**config.mk**
```make
export PLATFORM = sky130hd
export DESIGN_NAME = cheese_spawner_flat
export DESIGN_NICKNAME = d
export VERILOG_FILES = /design/src/rtl/game_pkg.sv /design/src/rtl/pos_if.sv /design/src/rtl/cheese_lfsr.sv /design/src/rtl/cheese_spawner.sv /design/src/flat_wrapper.sv
export SDC_FILE = /design/constraint.sdc
export NUM_CORES = 1
export LEC_CHECK = 0
export BUFFER_PORTS_ARGS = -buffer_cell sky130_fd_sc_hd__buf_2
export CAP_MARGIN = 20
export CELL_PAD_IN_SITES_DETAIL_PLACEMENT = 0
export CELL_PAD_IN_SITES_GLOBAL_PLACEMENT = 1
export CORE_MARGIN = 2
export CORE_UTILIZATION = 45
export CTS_CLUSTER_DIAMETER = 120
export DETAILED_ROUTE_END_ITERATION = 12
export GPL_TIMING_DRIVEN = 0
export PLACE_DENSITY = 0.87
export SYNTH_ARGS = -nofsm -noshare
export SYNTH_HDL_FRONTEND = slang
export SYNTH_HIERARCHICAL = 1
export SYNTH_SLANG_ARGS = --single-unit
```
**constraint.sdc**
```tcl
create_clock -name clk -period 3.85 [get_ports clk]
set_input_delay 0.1925 -clock clk [delete_from_list [all_inputs] [get_ports clk]]
set_output_delay 0.1925 -clock clk [all_outputs]
set_load 0.05 [all_outputs]
```
**src/rtl/game_pkg.sv**
```systemverilog
// game_pkg -- shared constants and types for the cheese spawner.
//   NUM_CHEESE_SPOTS          : default number of legal spawn spots
//   LFSR_MASK                 : Galois feedback mask of the spot LFSR
//   CHEESE_SPOT_X/_Y [16]     : 12-bit top-left spawn positions, each one
//                               sitting on a platform top
//   cheese_state_t            : spawner FSM states
//   lfsr_step()               : one Galois LFSR step
package game_pkg;

  localparam int NUM_CHEESE_SPOTS = 8;

  localparam logic [15:0] LFSR_MASK = 16'hB400;

  localparam logic [11:0] CHEESE_SPOT_X [16] = '{
    12'd40,  12'd120, 12'd200, 12'd280, 12'd360, 12'd440, 12'd520, 12'd600,
    12'd80,  12'd160, 12'd240, 12'd320, 12'd400, 12'd480, 12'd560, 12'd640
  };

  localparam logic [11:0] CHEESE_SPOT_Y [16] = '{
    12'd400, 12'd336, 12'd272, 12'd208, 12'd144, 12'd400, 12'd336, 12'd272,
    12'd208, 12'd144, 12'd400, 12'd336, 12'd272, 12'd208, 12'd144, 12'd400
  };

  typedef enum logic [1:0] {
    IDLE    = 2'd0,
    PICK    = 2'd1,
    VISIBLE = 2'd2,
    HIDDEN  = 2'd3
  } cheese_state_t;

  // Right shift; when the bit shifted out is 1 the mask is folded back in.
  function automatic logic [15:0] lfsr_step(input logic [15:0] cur);
    lfsr_step = {1'b0, cur[15:1]} ^ (cur[0] ? LFSR_MASK : 16'h0000);
  endfunction

endpackage

```
**src/rtl/pos_if.sv**
```systemverilog
// pos_if -- 12-bit x/y screen position bundle.
//   x, y : top-left corner of the object in pixels
//   out  : producer side, in : consumer side
interface pos_if;
  logic [11:0] x;
  logic [11:0] y;

  modport out (output x, output y);
  modport in  (input x, input y);
endinterface

```
**src/rtl/cheese_lfsr.sv**
```systemverilog
// cheese_lfsr -- 16-bit Galois LFSR that picks cheese spawn spots.
//   clk  : rising-edge clock
//   rst  : synchronous active-low reset, loads seed
//   clr  : synchronous restart, loads seed while high
//   en   : advance one step per cycle while high
//   seed : non-zero reload value
//   q    : current LFSR value
// An all-zero value is a lock-up state of the LFSR, so it is replaced by
// the seed on the following cycle regardless of en.
module cheese_lfsr
  import game_pkg::*;
(
  input  logic        clk,
  input  logic        rst,
  input  logic        clr,
  input  logic        en,
  input  logic [15:0] seed,
  output logic [15:0] q
);

  logic [15:0] lfsr_q;
  logic [15:0] lfsr_d;

  always_comb begin
    lfsr_d = lfsr_q;
    if (lfsr_q == 16'h0000) begin
      lfsr_d = seed;
    end else if (en) begin
      lfsr_d = lfsr_step(lfsr_q);
    end
  end

  always_ff @(posedge clk) begin
    if (!rst || clr) begin
      lfsr_q <= seed;
    end else begin
      lfsr_q <= lfsr_d;
    end
  end

  assign q = lfsr_q;

endmodule

```
**src/rtl/cheese_spawner.sv**
```systemverilog
// cheese_spawner -- places the cheese at a pseudo-random platform spot,
// hides it for RESPAWN_DELAY cycles after it is taken, then respawns it.
//   clk             : rising-edge clock
//   rst             : synchronous active-low reset
//   reset           : game restart, active-high level, acts like rst
//   is_cheese_taken : one-cycle pulse from the take checker
//   cheesepos       : registered cheese top-left position (pos_if.out)
//   cheese_visible  : registered, high while cheese is drawn/collidable
//   spot_idx        : registered index of the current spot (upper bits 0)
//   dbg_state       : current FSM state (cheese_state_t encoding)
//   dbg_lfsr        : current LFSR value
// Optional feature: define CHEESE_NO_REPEAT_EN to forbid picking the same
// spot twice in a row (the index is bumped by one on a repeat).
//
// Handshake: is_cheese_taken has no ready/ack; a pulse is acted on only
// when sampled high in VISIBLE and ignored in every other state.
module cheese_spawner
  import game_pkg::*;
#(
  parameter int          NUM_SPOTS     = NUM_CHEESE_SPOTS,
  parameter int unsigned RESPAWN_DELAY = 65_000_000,
  parameter logic [15:0] LFSR_SEED     = 16'hACE1
) (
  input  logic       clk,
  input  logic       rst,
  input  logic       reset,
  input  logic       is_cheese_taken,
  pos_if.out         cheesepos,
  output logic       cheese_visible,
  output logic [3:0] spot_idx,
  output logic [1:0] dbg_state,
  output logic [15:0] dbg_lfsr
);

  localparam int IDX_W = $clog2(NUM_SPOTS);

  cheese_state_t state_q, state_d;
  logic [31:0]   cnt_q, cnt_d;
  logic          vis_q, vis_d;
  logic [11:0]   x_q, x_d;
  logic [11:0]   y_q, y_d;
  logic [3:0]    idx_q, idx_d;
  logic [15:0]   lfsr_q;
  logic [IDX_W-1:0] raw_idx;
  logic [IDX_W-1:0] pick_idx;
  logic [3:0]    pick_ext;

`ifdef CHEESE_NO_REPEAT_EN
  logic [IDX_W-1:0] prev_q, prev_d;
`endif

  // The LFSR free-runs whenever the game is not held in reset, so the
  // chosen spot depends on exactly when the player takes the cheese.
  cheese_lfsr u_lfsr (
    .clk  (clk),
    .rst  (rst),
    .clr  (reset),
    .en   (1'b1),
    .seed (LFSR_SEED),
    .q    (lfsr_q)
  );

  always_comb begin
    raw_idx  = lfsr_q[IDX_W-1:0];
`ifdef CHEESE_NO_REPEAT_EN
    prev_d   = prev_q;
    pick_idx = (raw_idx == prev_q) ? IDX_W'(raw_idx + IDX_W'(1)) : raw_idx;
`else
    pick_idx = raw_idx;
`endif
    pick_ext = 4'(pick_idx);

    state_d = state_q;
    cnt_d   = cnt_q;
    vis_d   = vis_q;
    x_d     = x_q;
    y_d     = y_q;
    idx_d   = idx_q;

    case (state_q)
      IDLE: begin
        state_d = PICK;
      end
      PICK: begin
        // The only place position/index change; visibility rises with them.
        state_d = VISIBLE;
        x_d     = CHEESE_SPOT_X[pick_ext];
        y_d     = CHEESE_SPOT_Y[pick_ext];
        idx_d   = pick_ext;
        vis_d   = 1'b1;
`ifdef CHEESE_NO_REPEAT_EN
        prev_d  = pick_idx;
`endif
      end
      VISIBLE: begin
        if (is_cheese_taken) begin
          state_d = HIDDEN;
          vis_d   = 1'b0;
        end
      end
      HIDDEN: begin
        if (cnt_q == RESPAWN_DELAY - 32'd1) begin
          state_d = PICK;
          cnt_d   = 32'd0;
        end else begin
          cnt_d = cnt_q + 32'd1;
        end
      end
      default: begin
        state_d = IDLE;
      end
    endcase
  end

  always_ff @(posedge clk) begin
    if (!rst || reset) begin
      state_q <= IDLE;
      cnt_q   <= 32'd0;
      vis_q   <= 1'b0;
      x_q     <= 12'd0;
      y_q     <= 12'd0;
      idx_q   <= 4'd0;
    end else begin
      state_q <= state_d;
      cnt_q   <= cnt_d;
      vis_q   <= vis_d;
      x_q     <= x_d;
      y_q     <= y_d;
      idx_q   <= idx_d;
    end
  end

`ifdef CHEESE_NO_REPEAT_EN
  // Starts at the last index so the very first pick is never bumped
  // unless the LFSR itself lands on that last spot.
  always_ff @(posedge clk) begin
    if (!rst || reset) begin
      prev_q <= IDX_W'(NUM_SPOTS - 1);
    end else begin
      prev_q <= prev_d;
    end
  end
`endif

  assign cheesepos.x    = x_q;
  assign cheesepos.y    = y_q;
  assign cheese_visible = vis_q;
  assign spot_idx       = idx_q;
  assign dbg_state      = state_q;
  assign dbg_lfsr       = lfsr_q;

endmodule

```
**src/flat_wrapper.sv**
```systemverilog
// flat-port wrapper written by rule: the top's interface ports become plain ports
module cheese_spawner_flat import game_pkg::*;
#(
  parameter int          NUM_SPOTS     = NUM_CHEESE_SPOTS,
  parameter int unsigned RESPAWN_DELAY = 65_000_000,
  parameter logic [15:0] LFSR_SEED     = 16'hACE1
)
  (clk, rst, reset, is_cheese_taken, cheese_visible, spot_idx, dbg_state, dbg_lfsr, cheesepos_x, cheesepos_y);
  pos_if cheesepos_i ();
  input  logic clk;
  input  logic rst;
  input  logic reset;
  input  logic is_cheese_taken;
  output logic cheese_visible;
  output logic [3:0] spot_idx;
  output logic [1:0] dbg_state;
  output logic [15:0] dbg_lfsr;
  output wire logic [$bits(cheesepos_i.x)-1:0] cheesepos_x;
  output wire logic [$bits(cheesepos_i.y)-1:0] cheesepos_y;
  assign cheesepos_x = cheesepos_i.x;
  assign cheesepos_y = cheesepos_i.y;
  cheese_spawner #(.NUM_SPOTS(NUM_SPOTS), .RESPAWN_DELAY(RESPAWN_DELAY), .LFSR_SEED(LFSR_SEED)) u_core (.clk(clk), .rst(rst), .reset(reset), .is_cheese_taken(is_cheese_taken), .cheesepos(cheesepos_i), .cheese_visible(cheese_visible), .spot_idx(spot_idx), .dbg_state(dbg_state), .dbg_lfsr(dbg_lfsr));
endmodule
```
## Yosys cells after proc, flatten, opt, wreduce, memory -nomap -nowiden

Memory sizes are Yosys's and may differ from the RTL's. A register that Yosys moved wholly into a read port is not among the register bits.
Index checks and enable logic that the tools add are counted.

| storage, ports and cells | value |
|---|---|
| flip-flop bits (word level) | 54 |
| memory bits (read-only) | 384 |
| input port bits | 4 |
| output and inout port bits | 47 |
| word-level logic and storage cells | 31 |
| memories kept | 2 |

| operators by class | value |
|---|---|
| add/subtract/negate cells | 1 |
| eq/ne operators | 6 |
| mux-type cells | 7 |
| bitwise gates (word level) | 2 |
| reduce and logical (&&, ||, !) cells | 8 |

Memory list:

| memory | words | bits a word | rd ports | clocked after memory_dff | write ports | RTL line | text |
|---|---|---|---|---|---|---|---|
| (name not given) | 16 | 12 | 1 | 1 | 0 | cheese_spawner.sv:87 | `x_d = CHEESE_SPOT_X[pick_ext];` |
| (name not given) | 16 | 12 | 1 | 1 | 0 | cheese_spawner.sv:88 | `y_d = CHEESE_SPOT_Y[pick_ext];` |

Operators by type and width:

| kind | number |
|---|---|
| 32-bit by 1-bit adder with 32-bit output, second input constant | 1 |
| 32-bit by 26-bit equality test with 1-bit output, second input constant | 1 |
| 32-bit 2-to-1 mux | 1 |
| 16-bit zero test | 1 |
| 16-bit 2-to-1 mux | 1 |
| 15-bit by 16-bit XOR with 16-bit output | 1 |
| 2-bit case mux with 4 select lines | 1 |
| 3-bit NOT with 5-bit output | 1 |
| 2-bit equality test, second input constant | 2 |
| 2-bit 2-to-1 mux | 2 |
| 2-bit AND reduction | 2 |
| 2-bit by 1-bit equality test with 1-bit output, second input constant | 1 |
| 2-bit zero test | 1 |
| 2-bit by 1-bit != test with 1-bit output, second input constant | 1 |
| 2-bit != test, second input constant | 1 |
| 1-bit case mux with 2 select lines | 1 |
| 2-bit nonzero test | 1 |
| 2-bit OR reduction | 1 |
| 1-bit zero test | 1 |
| 1-bit logical OR | 1 |
| 1-bit 2-to-1 mux | 1 |

## Longest topological paths before layout

Gate-level depths: netlist (run 1).

| depth | value |
|---|---|
| depth in word-level cells | 3 |
| depth in mapped cells | 8 |
| mapped depth without buffers | 6 |

## Modules after synthesis

The synthesis (run 1) kept the hierarchy.

By module, submodules not included:

| module | instances | cells an instance | area an instance (um^2) | seq. area each (um^2) |
|---|---|---|---|---|
| cheese_spawner | 1 | 288 | 2491.1 | 940.9 |
| cheese_lfsr | 1 | 43 | 792.0 | 480.5 |

## Worst setup path before layout (run 1)

Ideal clock, no wire load.

| path | value |
|---|---|
| path type | reg-to-reg |
| start | register u_core.state_q[1] (netlist: u_core/dbg_state[1]) |
| end | register u_core.cnt_q[31] |
| library setup time | 70 ps |
| data arrival time | 2192 ps |
| data required time | 3780 ps |
| slack | 1588 ps |
| stages on the path, launching flop included | 8 |
| period minus slack after synthesis | 2262 ps |
| cell sequence | dfxtp_1 -> ha_1 -> buf_2 -> nand4_1 -> nor4_1 -> nand4_1 -> or3_1 -> a21oi_1 |

| between the ends | value |
|---|---|
| longest elaborated chain between the ends | 1 |

Ends and longest elaborated chain:

| what | RTL line | text |
|---|---|---|
| start: declaration | cheese_spawner.sv:37 | `cheese_state_t state_q, state_d;` |
| start signal: assignment | cheese_spawner.sv:124 | `state_q <= state_d;` |
| 2-bit equality test | cheese_spawner.sv:80 | `case (state_q)` |
| end signal: assignment | cheese_spawner.sv:125 | `cnt_q <= cnt_d;` |
| end: declaration | cheese_spawner.sv:38 | `logic [31:0] cnt_q, cnt_d;` |

No other way between the ends.
A chain may end at the register's enable or synchronous reset.

## Worst setup path after layout (run 1)

Same ends and word-level chain as after synthesis.

==> results of run 1 <==
==> worst max-delay path, stage by stage, from the launching register on <==
cell and delay, ps:
dfxtp_1 410, ha_1 170, buf_2 190, nand4_1 200, nor4_1 390, nand4_1 290, or3_1 410, a21oi_1 130
==> registers in the layout, indices dropped and copies added, names as in the netlist <==
| signal | count |
|---|---|
| u_core/cheese_visible | 1 |
| u_core/cheesepos.x | 7 |
| u_core/cheesepos.y | 3 |
| u_core/cnt_q | 32 |
| u_core/dbg_state | 2 |
| u_core/spot_idx | 2 |
| u_core/u_lfsr/q | 16 |
==> cell type report <==
class                      instances  area [um^2]
multi-input combinational        260         1750
inverter                           8         30.0
buffer                            29          195
tap                               99          124
timing repair buffer              36          180
fill                             661         3250
clock buffer                      11          163
sequential                        63         1420
clock inverter                     5         62.6
==> per-stage QoR <==
stage	power, W	hold slack (ps)
finish	0.00161	214
global placement	0.000993	461
CTS	0.00163	193
floorplan	0.000951	435
global route	0.00168	233
detailed placement	0.000996	460
==> synthesized netlist by cell type, drive strengths merged, types with 4 or more instances <==
library cell	n
nor2	39
o21ai	7
nand2	20
inv	8
mux2i	12
xor2	10
nor3	7
clkbuf	7
ha	9
edfxtp	16
and3	4
and4	6
mux2	16
dfxtp	47
a211oi	5
nand3	12
nand2b	9
xnor2	16
nand4	13
buf	22
nor4	13
a21oi	11
==> routing by layer <==
| metal | track usage | up-vias | part of all wire |
|---|---|---|---|
| met3 | 0.0480 | 11 | 0.052 |
| met1 | 0.231 | 1159 | 0.48 |
| met4 | 0.0692 | 0 | 0.017 |
| met5 | 0 | - | 0 |
| met2 | 0.277 | 63 | 0.45 |
| li1 | - | 1282 | - |
==> power breakdown <==
part	leakage, nW	switching (W)	internal (W)	total (W)
Combinational	0.859	0.000174	0.0000763	0.000250
Clock	0.115	0.000266	0.000359	0.000626
Sequential	0.546	0.0000257	0.000706	0.000732
==> cell families after synthesis <==
logic type      count (synthesis)  share of synthesized area
compound gates                 29                     0.0602
xor+xnor                       26                     0.0694
fa+ha+maj                       9                     0.0343
buf+inv                        37                     0.0686
flops                          63                      0.433
mux                            28                      0.102
other cells                     2                    0.00229
simple gates                  137                      0.231
==> final timing paths <==
kind,slack [ps],start,cells after the start,to
setup / recovery,1590,u_core/dbg_state[1],7,u_core/cnt_q[31]
hold / removal,210,is_cheese_taken,4,u_core/cheese_visible
setup reg to reg,1590,u_core/dbg_state[1],7,u_core/cnt_q[31]
hold reg to reg,470,u_core/cheesepos.x[9],2,u_core/cheesepos.x[9]
==> flow_summary.json, run 1 <==
{
  "drt-initial-drc-count": 144,
  "htreeDepth": 3,
  "start_kind": "flop",
  "antenna_left": 0,
  "avgViaCountPerCell": 4.92,
  "cts_tree": "done",
  "max_freq_ghz": 0.442,
  "synth_top_area_frac": 0.287,
  "initial_utilization": 0.458,
  "layout_commonest_cell": "dfxtp_1",
  "first_pass_iters": 4,
  "nNetsFinal": 420,
  "synth_edf_count": 16,
  "gp_congestion": 0.834,
  "area_growth_syn_to_layout_pct": 19.4,
  "status": "finished, final reports clean",
  "fin_skew_ps": 9.83,
  "holdBufCountCts": 0,
  "pwr_density_cell_nw_per_um2": 410,
  "clkSlewWorstSetupHoldPaths_ps": 70,
  "synth.distinct_cells": 46,
  "place_ws_ps": 1660,
  "rsz0062_at_grt": "false",
  "grt_pass1_wl_um": 10900,
  "p_leak_nw": 1.52,
  "slew_headroom": 0.523,
  "synth-seq-cells": 63,
  "hold_class": "input pin to flop",
  "synth_cells": 331,
  "post-route-period-util": 0.588,
  "globalRoute.totalOverflow": 0,
  "mostFrequentLayoutCells": "dfxtp_1, nor2_1, buf_2, conb_1, nand2_1",
  "diodes": 0,
  "period_needed_ps": 2260,
  "place_area_um2": 3700,
  "placedCellCount": 495,
  "pin_count": 51,
  "cts-root-buf": "clkbuf_8",
  "numPortBuffers": 36,
  "drive_above_1_share": 0.245,
  "wl_per_cell_um": 12.6,
  "vdd_ir_drop_max_uv": 231,
  "ys.flop_type": "dfxtp_1",
  "grt_max_degree": 17,
  "fin_util": 0.546,
  "max_cap_viol_count": 0,
  "slew_violations": 0,
  "dp_hpwl_um": 4580,
  "worst-setup-path-type": "flop to flop",
  "ys_warn_count": 6,
  "clkLatencyLatePin_ps": 340,
  "dieWidth_um": 89.4,
  "cts.sinks": 63,
  "wl_um": 6430,
  "grt_pass1_vias": 2363,
  "final_area_um2": 3920,
  "rows": 31,
  "vias": 2515,
  "track_usage": 0.176,
  "clockBufferDepth": 2,
  "hold_viol": 0,
  "arrival_ps": 2530,
  "async_reset_ff_frac": 0,
  "setup_tns_ps": 0,
  "core_area_um2": 7180,
  "post_cts_resized": 0,
  "final.setup.worst_slack_ps": 1590,
  "end_kind": "flop",
  "syn_avg_cell_area_um2": 9.92,
  "crit_required_ps": 4120,
  "numCtsBuffers": 9,
  "yosys.area.top_type": "dfxtp_1",
  "post-route-drc-count": 0,
  "stdcell_count": 511,
  "worst_slew_pin_slew_ps": 715,
  "die_y_um": 89.4,
  "setup_viol": 0,
  "ys_top_cells_by_area": "dfxtp_1, edfxtp_1, nor2_1, xnor2_1, mux2_4",
  "grt_antenna_before_repair": 0,
  "syn_area_um2": 3280,
  "dieArea_um2": 8000,
  "post-cts-setup-buffer-count": 0,
  "cp_max_fo": 10,
  "seq_area_frac_synth": 0.433
}
(Power assumes the default switching activity.)
==> run 2, diff against run 1 <==
Settings changed: CORE_UTILIZATION 45 to 44, PLACE_DENSITY 0.87 to 0.86.
Clock period 3.85 ns to 2.3 ns, I/O delays scaled along.
==> flow_summary.json, run 2 (synthesis results as in run 1) <==
{
  "drive_above_1_share": 0.252,
  "cts-root-buf": "clkbuf_8",
  "htreeDepth": 3,
  "holdBufCountCts": 0,
  "diodes": 0,
  "fin_skew_ps": 10.1,
  "fin_util": 0.546,
  "grt_use_met1": 0.220,
  "clkSlewWorstSetupHoldPaths_ps": 70,
  "crit_required_ps": 2530,
  "track_usage": 0.169,
  "rows": 31,
  "ff_latch_area_um2": 1420,
  "setup_tns_ps": 0,
  "numCtsBuffers": 9,
  "grt_pass1_wl_um": 11200,
  "regMostFlops": "u_core/cnt_q",
  "grt_use_met3": 0.0409,
  "cts_tree": "done",
  "layout_commonest_cell": "dfxtp_1",
  "wl_per_cell_um": 12.7,
  "dieArea_um2": 8170,
  "worst-setup-path-type": "flop to flop",
  "clockBufferDepth": 2,
  "mostFrequentLayoutCells": "dfxtp_1, nor2_1, buf_2, conb_1, nand2_1",
  "drt-initial-drc-count": 153,
  "nFillCells": 699,
  "max_freq_ghz": 0.473,
  "arrival_ps": 2340,
  "first_pass_iters": 4,
  "slew_violations": 0,
  "status": "finished, final reports clean",
  "wl_um": 6490,
  "die_y_um": 90.4,
  "post-route-drc-count": 0,
  "gp_congestion": 0.850,
  "core_area_um2": 7250,
  "hold_class": "input pin to flop",
  "grt-busiest-layer": "met2",
  "pwr_density_cell_nw_per_um2": 716,
  "globalRoute.totalOverflow": 0,
  "crit_slowest_cell": "or4b_1",
  "nNetsFinal": 421,
  "worst_slew_pin_slew_ps": 719,
  "vdd_ir_drop_max_uv": 463,
  "hold_ws_ps": 126,
  "path_cells": "or4b_1 -> nor4_2 -> nand2_1 -> o21ai_4 -> buf_6 -> nor2_1",
  "power_w": 0.00283,
  "p_leak_nw": 1.53,
  "cts.sinks": 63,
  "largest_reg_flops": 32,
  "clkLatencyLatePin_ps": 340,
  "end_kind": "flop",
  "numPortBuffers": 36,
  "area_growth_syn_to_layout_pct": 20.5,
  "post-route-period-util": 0.919,
  "use_met2": 0.261,
  "multiInputGateArea_um2": 1750,
  "cp_max_fo": 10,
  "grt_antenna_before_repair": 0,
  "setup_viol": 0,
  "max_cap_viol_count": 0,
  "initial_utilization": 0.453,
  "antenna_left": 0,
  "period_needed_ps": 2110,
  "hold_viol": 0,
  "cp_slowest_stage_delay_ps": 580,
  "dieWidth_um": 90.4,
  "cp_num_buf_inv": 1,
  "grt_max_degree": 17,
  "vias": 2523,
  "dp_hpwl_um": 4610,
  "pin_count": 51,
  "start_kind": "flop",
  "grt_pass1_vias": 2360,
  "cp_top_family": "simple AND/OR/NAND/NOR gates",
  "slew_headroom": 0.521,
  "avgViaCountPerCell": 4.93
}
-- run 2: metrics by stage --
stage               cell area (um^2)  std cells  setup slack [ps]
floorplan                       3390        360              38.2
global placement                3700        495               143
detailed placement              3700        495              95.1
CTS                             3940        511              69.4
global route                    3960        512            -0.353
finish                          3960        512               187
-- run 2: timing repair --
action	CTS	global route
resized for setup	0	3
endpoints found under the setup margin	0	3
buffers inserted	0	1
-- run 2: power breakdown --
part | total (W) | internal, W | switching, W
Clock | 0.00119 | 0.000723 | 0.000466
Sequential | 0.00123 | 0.00118 | 0.0000438
Combinational | 0.000417 | 0.000127 | 0.000290
-- run 2: cell type report --
type | count | share of cell area
repair buffers | 37 | 0.0474
well taps | 99 | 0.0313
clock buffers | 9 | 0.0313
clock inverters | 7 | 0.0304
inverters | 8 | 0.00759
flip-flops and latches | 63 | 0.359
plain buffers | 29 | 0.0500
multi-input cells | 260 | 0.443
-- run 2: final timing paths --
check | slack [ps] | end | start | depth (start not counted)
max | 190 | u_core/cnt_q[17] | u_core/cnt_q[8] | 6
min | 130 | u_core/cheese_visible | is_cheese_taken | 4
max reg2reg | 190 | u_core/cnt_q[17] | u_core/cnt_q[8] | 6
min reg2reg | 470 | u_core/cheese_visible | u_core/cheese_visible | 2
-- run 2: metal layers --
metal  wire length [um]  vias up
li1                   -     1278
met3                283        9
met4                120        0
met1               3110     1177
met2               2980       59
met5                  0        -
-- run 2: worst min-delay path: stages --
cell	delay, ps
buf_2	70
inv_1	40
o21ai_0	130
a21oi_1	60
==> run 3, diff against run 2 <==
Clock period 2.3 ns to 2.4 ns, I/O delays scaled along.
==> flow_summary.json, run 3 (synthesis results as in run 1) <==
{
  "status": "finished, final reports clean",
  "layout_commonest_cell": "dfxtp_1",
  "wl_per_cell_um": 12.6,
  "grt_pass1_vias": 2360,
  "p_leak_nw": 1.53,
  "fin_skew_ps": 10.1,
  "dp_hpwl_um": 4610,
  "hold_class": "input pin to flop",
  "rows": 31,
  "rsz0062_at_grt": "false",
  "stdcell_count": 512,
  "place_area_um2": 3700,
  "reg2reg_from": "u_core/dbg_state[0]",
  "pin_count": 51,
  "crit_start": "u_core/dbg_state[0]",
  "cts.sinks": 63,
  "area_growth_syn_to_layout_pct": 20.4,
  "setup_viol": 0,
  "place_ws_ps": 195,
  "final.setup.worst_slack_ps": 260,
  "vdd_ir_drop_max_uv": 443,
  "die_y_um": 90.4,
  "start_kind": "flop",
  "max_cap_viol_count": 0,
  "first_pass_iters": 4,
  "cp_max_fo": 10,
  "slew_headroom": 0.521,
  "htreeDepth": 3,
  "cts_tree": "done",
  "slew_violations": 0,
  "worst-setup-path-type": "flop to flop",
  "mostFrequentLayoutCells": "dfxtp_1, nor2_1, buf_2, conb_1, nand2_1",
  "vias": 2531,
  "setup_tns_ps": 0,
  "clockBufferDepth": 2,
  "r2r_cells": 7,
  "diodes": 0,
  "drive_above_1_share": 0.249,
  "dieArea_um2": 8170,
  "initial_utilization": 0.453,
  "arrival_ps": 2410,
  "avgViaCountPerCell": 4.94,
  "largest_reg_flops": 32,
  "globalRoute.totalOverflow": 0,
  "crit_required_ps": 2670,
  "track_usage": 0.169,
  "core_area_um2": 7250,
  "period_needed_ps": 2140,
  "grt_antenna_before_repair": 0,
  "post-route-period-util": 0.892,
  "end_kind": "flop",
  "grt_pass1_wl_um": 11200,
  "clkLatencyLatePin_ps": 340,
  "r2r_end": "u_core/cnt_q[31]",
  "endpoint": "u_core/cnt_q[31]",
  "wl_um": 6470,
  "drt-initial-drc-count": 138,
  "antenna_left": 0,
  "reg2reg_slack_ps": 260,
  "nNetsFinal": 421,
  "cts-root-buf": "clkbuf_8",
  "grt_max_degree": 17,
  "post-route-drc-count": 0,
  "fin_util": 0.545,
  "placedCellCount": 495,
  "hold_viol": 0,
  "gp_congestion": 0.850,
  "worst_slew_pin_slew_ps": 719,
  "final_area_um2": 3950,
  "clkSlewWorstSetupHoldPaths_ps": 80,
  "numPortBuffers": 36,
  "pwr_density_cell_nw_per_um2": 686,
  "regMostFlops": "u_core/cnt_q",
  "numCtsBuffers": 9,
  "dieWidth_um": 90.4,
  "max_freq_ghz": 0.467
}
-- run 3: changes by cell type in the layout (fill, tap and decap cells not counted) --
cell	delta
dfxtp_1	+1
dfxtp_2	-1
buf_2	+1
clkbuf_4	-1
-- run 3: area by class of cell --
class                           instances  area (um^2)
Clock inverter                          7          120
Fill cell                             700         3300
Sequential cell                        63         1420
Inverter                                8         30.0
Timing Repair Buffer                   37          188
Clock buffer                            9          124
Tap cell                               99          124
Multi-Input combinational cell        260         1750
Buffer                                 29          195
-- run 3: power by group --
| part | total, W | leakage, nW | switching, W | internal [W] |
|---|---|---|---|---|
| clock | 0.00114 | 0.120 | 0.000446 | 0.000693 |
| sequential | 0.00117 | 0.546 | 0.0000419 | 0.00113 |
| combinational | 0.000399 | 0.863 | 0.000277 | 0.000122 |
| total | 0.00271 | 1.53 | 0.000766 | 0.00195 |
-- run 3: worst min path at each step --
stage / from / end / slack [ps] / cells past startpoint
floorplan: is_cheese_taken / u_core/cheese_visible / 360 / 3
global placement: u_core/cheese_visible / u_core/cheese_visible / 460 / 2
detailed placement: u_core/cheesepos.x[9] / u_core/cheesepos.x[9] / 460 / 2
CTS: is_cheese_taken / u_core/cheese_visible / 110 / 4
global route: is_cheese_taken / u_core/cheese_visible / 130 / 4
finish: is_cheese_taken / u_core/cheese_visible / 130 / 4
-- run 3: routing by layer --
metal | vias up | track usage | share of wire
met3 | 9 | 0.0409 | 0.039
met1 | 1184 | 0.220 | 0.48
li1 | 1280 | - | -
met2 | 58 | 0.261 | 0.46
met4 | 0 | 0.0821 | 0.019
met5 | - | 0 | 0
-- run 3: what timing repair did --
item	CTS	global route
resized for setup	0	1
hold buffers	0	0
buffers inserted	0	1
endpoints found under the setup margin	0	2
-- run 3: metrics by stage --
stage | total power (W) | hold slack [ps]
final | 0.00271 | 129
after detailed placement | 0.00160 | 462
after global routing | 0.00282 | 135
after global placement | 0.00159 | 458
after floorplan | 0.00153 | 363
after CTS | 0.00275 | 109
-- run 3: worst max-delay path, stage by stage, from the launching register on --
cell and delay [ps]:
dfxtp_1 420, ha_1 160, buf_2 200, nand4_1 220
nor4_2 250, nand4_1 270, or3_1 420, a21oi_1 140
